### src/rtl/uart_tx_framer.sv
// uart_tx_framer
//   Serialises one parallel word per frame onto a UART TX line. A frame is a
//   start bit, DATA_W data bits (LSB first), an optional even/odd parity bit
//   and one or two stop bits. Each bit lasts CLKS_PER_BIT clocks.
//   A word is taken over a valid/ready handshake. The data and frame options
//   are captured at the transfer, so later changes on the inputs do not
//   affect the frame already in flight.
//
// Ports
//   clk_i          system clock, rising edge
//   rst_i          asynchronous reset, active high
//   tx_valid_i     word/config valid, held by source until accepted
//   tx_ready_o     framer idle and able to accept a word
//   tx_data_i      word to transmit
//   parity_en_i    1 = append parity bit
//   parity_odd_i   1 = odd parity, 0 = even
//   stop2_i        1 = two stop bits, 0 = one
//   tx_out_o       serial line, idle high, registered
//   tx_busy_o      high from start bit through last stop bit
//   frame_done_o   one-cycle pulse in last cycle of last stop bit
//
// state  | meaning
// IDLE   | line high, ready for a word
// START  | start bit (0)
// DATA   | data bits, LSB first
// PARITY | parity bit of captured word
// STOP   | one or two stop bits (1)
module uart_tx_framer #(
  parameter int DATA_W       = 8,
  parameter int CLKS_PER_BIT = 16
) (
  input  logic              clk_i,
  input  logic              rst_i,
  input  logic              tx_valid_i,
  output logic              tx_ready_o,
  input  logic [DATA_W-1:0] tx_data_i,
  input  logic              parity_en_i,
  input  logic              parity_odd_i,
  input  logic              stop2_i,
  output logic              tx_out_o,
  output logic              tx_busy_o,
  output logic              frame_done_o
);

  localparam int CW = $clog2(CLKS_PER_BIT);
  localparam int IW = $clog2(DATA_W);

  localparam logic [CW-1:0] CNT_LAST = CW'(CLKS_PER_BIT - 1);
  localparam logic [IW-1:0] IDX_LAST = IW'(DATA_W - 1);

  localparam logic [2:0] IDLE   = 3'd0;
  localparam logic [2:0] START  = 3'd1;
  localparam logic [2:0] DATA   = 3'd2;
  localparam logic [2:0] PARITY = 3'd3;
  localparam logic [2:0] STOP   = 3'd4;

  logic [2:0]        state_q,    state_d;
  logic [CW-1:0]     cnt_q,      cnt_d;
  logic [IW-1:0]     idx_q,      idx_d;
  logic [DATA_W-1:0] shift_q,    shift_d;
  logic              par_q,      par_d;
  logic              par_en_q,   par_en_d;
  logic              stop2_q,    stop2_d;
  logic              stop_idx_q, stop_idx_d;
  logic              tx_out_q,   tx_out_d;

  logic bit_end;
  logic last_stop;

  assign bit_end   = (cnt_q == CNT_LAST);
  assign last_stop = (stop_idx_q == stop2_q);

  assign tx_ready_o   = (state_q == IDLE) && !rst_i;
  assign tx_busy_o    = (state_q != IDLE);
  assign frame_done_o = (state_q == STOP) && bit_end && last_stop;
  assign tx_out_o     = tx_out_q;

  always_comb begin
    state_d    = state_q;
    cnt_d      = cnt_q;
    idx_d      = idx_q;
    shift_d    = shift_q;
    par_d      = par_q;
    par_en_d   = par_en_q;
    stop2_d    = stop2_q;
    stop_idx_d = stop_idx_q;

    case (state_q)
      IDLE: begin
        if (tx_valid_i && tx_ready_o) begin
          shift_d    = tx_data_i;
          // odd parity is the inverse of the even (XOR-reduce) bit
          par_d      = (^tx_data_i) ^ parity_odd_i;
          par_en_d   = parity_en_i;
          stop2_d    = stop2_i;
          cnt_d      = '0;
          idx_d      = '0;
          stop_idx_d = 1'b0;
          state_d    = START;
        end
      end
      START: begin
        if (bit_end) begin
          cnt_d   = '0;
          state_d = DATA;
        end else begin
          cnt_d = cnt_q + 1'b1;
        end
      end
      DATA: begin
        if (bit_end) begin
          cnt_d = '0;
          if (idx_q == IDX_LAST) begin
            idx_d   = '0;
            state_d = par_en_q ? PARITY : STOP;
          end else begin
            idx_d   = idx_q + 1'b1;
            shift_d = shift_q >> 1;
          end
        end else begin
          cnt_d = cnt_q + 1'b1;
        end
      end
      PARITY: begin
        if (bit_end) begin
          cnt_d   = '0;
          state_d = STOP;
        end else begin
          cnt_d = cnt_q + 1'b1;
        end
      end
      STOP: begin
        if (bit_end) begin
          cnt_d = '0;
          if (last_stop) begin
            stop_idx_d = 1'b0;
            state_d    = IDLE;
          end else begin
            stop_idx_d = 1'b1;
          end
        end else begin
          cnt_d = cnt_q + 1'b1;
        end
      end
      default: begin
        cnt_d      = '0;
        idx_d      = '0;
        stop_idx_d = 1'b0;
        state_d    = IDLE;
      end
    endcase
  end

  // The line level is derived from the next state so tx_out is registered yet
  // changes in the same cycle the state does (start bit right after transfer).
  always_comb begin
    tx_out_d = 1'b1;
    case (state_d)
      START:   tx_out_d = 1'b0;
      DATA:    tx_out_d = shift_d[0];
      PARITY:  tx_out_d = par_d;
      default: tx_out_d = 1'b1;
    endcase
  end

  always_ff @(posedge clk_i or posedge rst_i) begin
    if (rst_i) begin
      state_q    <= IDLE;
      cnt_q      <= '0;
      idx_q      <= '0;
      shift_q    <= '0;
      par_q      <= 1'b0;
      par_en_q   <= 1'b0;
      stop2_q    <= 1'b0;
      stop_idx_q <= 1'b0;
      tx_out_q   <= 1'b1;
    end else begin
      state_q    <= state_d;
      cnt_q      <= cnt_d;
      idx_q      <= idx_d;
      shift_q    <= shift_d;
      par_q      <= par_d;
      par_en_q   <= par_en_d;
      stop2_q    <= stop2_d;
      stop_idx_q <= stop_idx_d;
      tx_out_q   <= tx_out_d;
    end
  end

endmodule

### config.mk
export PLATFORM = sky130hd
export DESIGN_NAME = uart_tx_framer
export DESIGN_NICKNAME = d
export VERILOG_FILES = /design/src/rtl/uart_tx_framer.sv
export SDC_FILE = /design/constraint.sdc
export NUM_CORES = 1
export LEC_CHECK = 0
export CAP_MARGIN = 40
export CORE_MARGIN = 8
export CORE_UTILIZATION = 46
export DETAILED_ROUTE_END_ITERATION = 6
export PLACE_DENSITY = 0.73
export SYNTH_ARGS = -nofsm -noshare
export SYNTH_HDL_FRONTEND = slang
export SYNTH_SLANG_ARGS = --single-unit
### constraint.sdc
create_clock -name clk_i -period 2.39 [get_ports clk_i]
set_input_delay 0.478 -clock clk_i [delete_from_list [all_inputs] [get_ports clk_i]]
set_output_delay 0.478 -clock clk_i [all_outputs]
set_load 0.005 [all_outputs]
==> summary.md <==
| Metric | Value |
|---|---|
| Largest net degree at the start of global routing | 24 |
| FMAX | 438 MHz |
| HP Class | flip-flop to flip-flop |
| Worst Tran Pin Value | 466 ps |
| Startpoint Class | flip-flop |
| Crit path kind | flip-flop to primary output |
| GR Util All Layers | 12.0% |
| Post-route cell area | 0.00150 mm2 |
| Worst-path cell chain | or3_4, nor2_1, clkdlybuf4s50_1 |
| Share of layout cells above drive strength 1 | 15.0% |
| Count of cell types in the netlist | 39 |
| CP max stage cell | clkdlybuf4s50_1 |
| GRT Residual Overflow | 0 |
| Num CTS Buffers | 3 |
| DRC | 0 |
| Initial core utilization | 46.8% |
| 1st-iter DRT viols | 67 |
| Total I/O pin count | 18 |
| DR WL/cell | 14.5 um |
| Setup tns final | 0 ps |
| Clk slew on worst S/H paths | 120 ps |
| CTS root buf | clkbuf_4 |
| Min Tclk post-route | 2280 ps |
| Leak | 0.677 nW |
| Antenna viol nets, final | 0 |
| Full die area | 0.00466 mm2 |
| ANT cells | 0 |
| Synth Area per Inst | 10.6 um2 |
| Max stage delay on crit path | 510 ps |
| Worst EP required | 1910 ps |
| Final #Nets | 158 |
| CTS tree | built |
| Post-Syn Nets | 136 |
| First-pass GRT wire length | 4340 um |
| Num rows | 19 |
| Clk sinks | 23 |
| Final wirelength | 2480 um |
| Clock skew | 5.13 ps |
| CP Capture Type | primary output |
| Final period util | 95.4% |
| Yosys reg bits | 23 |
| Final setup fails | 0 |
| Die H | 68.3 um |
| Run status | finished clean |
| Vias | 962 |
| Slew Limit Fails | 0 |
| P&R area growth vs syn | 19.5% |
| Die width | 68.3 um |
| VDD IR max | 0.000366 V |
| RSZ-0062 raised after global routing | no |
| Clock insertion delay at the later pin of the skew report | 310 ps |
| PD cells | 433 mW/mm2 |
| Via density per instance | 5.63 |
| Antenna violations before repair | 0 |
| Post-detail-place hpwl | 1860 um |
| Hold Vio Cnt, Final | 0 |
| First-pass DRT Iterations | 4 |
| Vias in the first global route | 989 |
| Synth Cell Area | 0.00126 mm2 |
| Synth Instances | 119 |
| Sequential area share after synthesis | 45.9% |
| Synth warnings | 0 |
| Maxcap violations | 0 |
| Clock buffer depth | 2 |
| Core area | 0.00269 mm2 |
| Placed cell areas | 0.00145 mm2 |
| GP Congestion | 0.829 |
| Port bufs | 17 |
| Crit Path Max Fanout | 8 |
| Slew margin rel. | 68.7% |
| CP arrival | 1800 ps |
| Htree depth | 1 |
-- area by class of cell --
class / count / area [um2]
Tap cell: 31 / 38.8
Multi-Input combinational cell: 80 / 606
Clock inverter: 1 / 5.00
Clock buffer: 3 / 22.5
Fill cell: 263 / 1180
Timing Repair Buffer: 23 / 215
Inverter: 10 / 37.5
Sequential cell: 23 / 578
-- report_power, final --
part / internal (W) / total, W / leakage (nW) / switching, W
Clock: 0.0000624 / 0.000176 / 0.0177 / 0.000114
Sequential: 0.000398 / 0.000402 / 0.272 / 0.00000393
Combinational: 0.0000422 / 0.0000736 / 0.388 / 0.0000313
Total: 0.000502 / 0.000651 / 0.677 / 0.000149
-- state kept, by name, summed over array words and instances (netlist names) --
signal and cells:
tx_out_o 1, stop2_q 1, par_q 1, stop_idx_q 1, par_en_q 1, cnt_q 4, shift_q 8, idx_q 3
state_q 3
-- Yosys cell counts (all sizes together) --
library cell | number | area [um2]
a21oi | 4 | 23.8
a222oi | 7 | 70.1
a22o | 2 | 17.5
a31oi | 1 | 6.26
and2 | 1 | 8.76
and3 | 1 | 6.26
and4b | 1 | 10.0
buf | 5 | 46.3
clkbuf | 1 | 3.75
dfrtp | 22 | 551
dfstp | 1 | 26.3
ha | 3 | 37.5
inv | 10 | 37.5
mux2 | 4 | 45.0
mux2i | 2 | 20.0
nand2 | 7 | 26.3
nand2b | 3 | 18.8
nand3 | 3 | 15.0
nand4 | 1 | 6.26
nor2 | 9 | 41.3
nor2b | 1 | 6.26
nor3 | 1 | 5.00
nor3b | 1 | 7.51
nor4 | 1 | 21.3
nor4b | 1 | 8.76
o21a | 1 | 7.51
o21ai | 6 | 30.0
o22ai | 3 | 18.8
o31a | 2 | 17.5
o31ai | 2 | 15.0
o32ai | 1 | 8.76
or3 | 1 | 6.26
xnor2 | 7 | 61.3
xor2 | 3 | 26.3
-- cell usage in the layout, fill, tap and decap left out, drive strengths merged, types with 2 or more instances in the layout --
master and count:
xnor2 7, o22ai 3, a222oi 7, mux2i 2
buf 6, o31a 2, dfrtp 22, clkbuf 3
ha 3, xor2 3, o21ai 6, a21oi 4
nand2b 3, o31ai 2, nand2 7, nor2 9
nand3 3, mux2 4, clkdlybuf4s50 17, a22o 2
inv 10
-- final timing paths --
path | endpoint | depth (start not counted) | slack, ps | start
max | tx_ready_o | 3 | 110 | state_q[0]
max in group asynchronous | tx_out_o | 3 | 1510 | rst_i
max reg2reg | tx_out_o | 5 | 560 | idx_q[0]
min reg2reg | shift_q[1] | 2 | 510 | shift_q[1]
min | shift_q[1] | 2 | 510 | shift_q[1]
min in group asynchronous | stop_idx_q | 3 | 600 | rst_i
-- worst max-delay path, delay by kind of cell, from the launching register on --
kind                   cells  cell delay (ps)
buffers and inverters      1              510
DFF                        1              450
and+or+nand+nor            2              530
-- routing by layer --
metal  GRT usage, %  wire (um)
met3           2.78        137
met5              0          0
met4           5.37         17
met1           14.1       1100
met2           20.5       1220
-- through the flow --
step           total power, W  cells  setup slack [ps]  utilization (%)  hold slack [ps]
6_report             0.000651    171               109             55.9              508
5_1_grt              0.000680    171              11.0             55.9              547
4_1_cts              0.000665    169              31.0             55.1              513
3_5_place_dp         0.000484    165               300             53.8              475
3_3_place_gp         0.000482    165               308             53.8              476
2_1_floorplan        0.000448    119               758                -              454
-- cell families after synthesis --
group | after synthesis | synth area share [%]
adders and majority gates | 3 | 2.99
xor gates and xnor gates | 10 | 6.97
muxes | 6 | 5.17
DFF | 23 | 45.9
and+or+nand+nor | 32 | 14.9
AOI/OAI and AO/OA | 29 | 17.1
buffers and inverters | 16 | 6.96
-- what timing repair did --
item | 4_1_cts | 5_1_grt
hold buffers | 0 | 0
gates resized for setup | 1 | 3
endpoints found under the setup margin | 1 | 2
setup buffers | 0 | 2
Note: power is estimated with default switching activity, not from simulation.
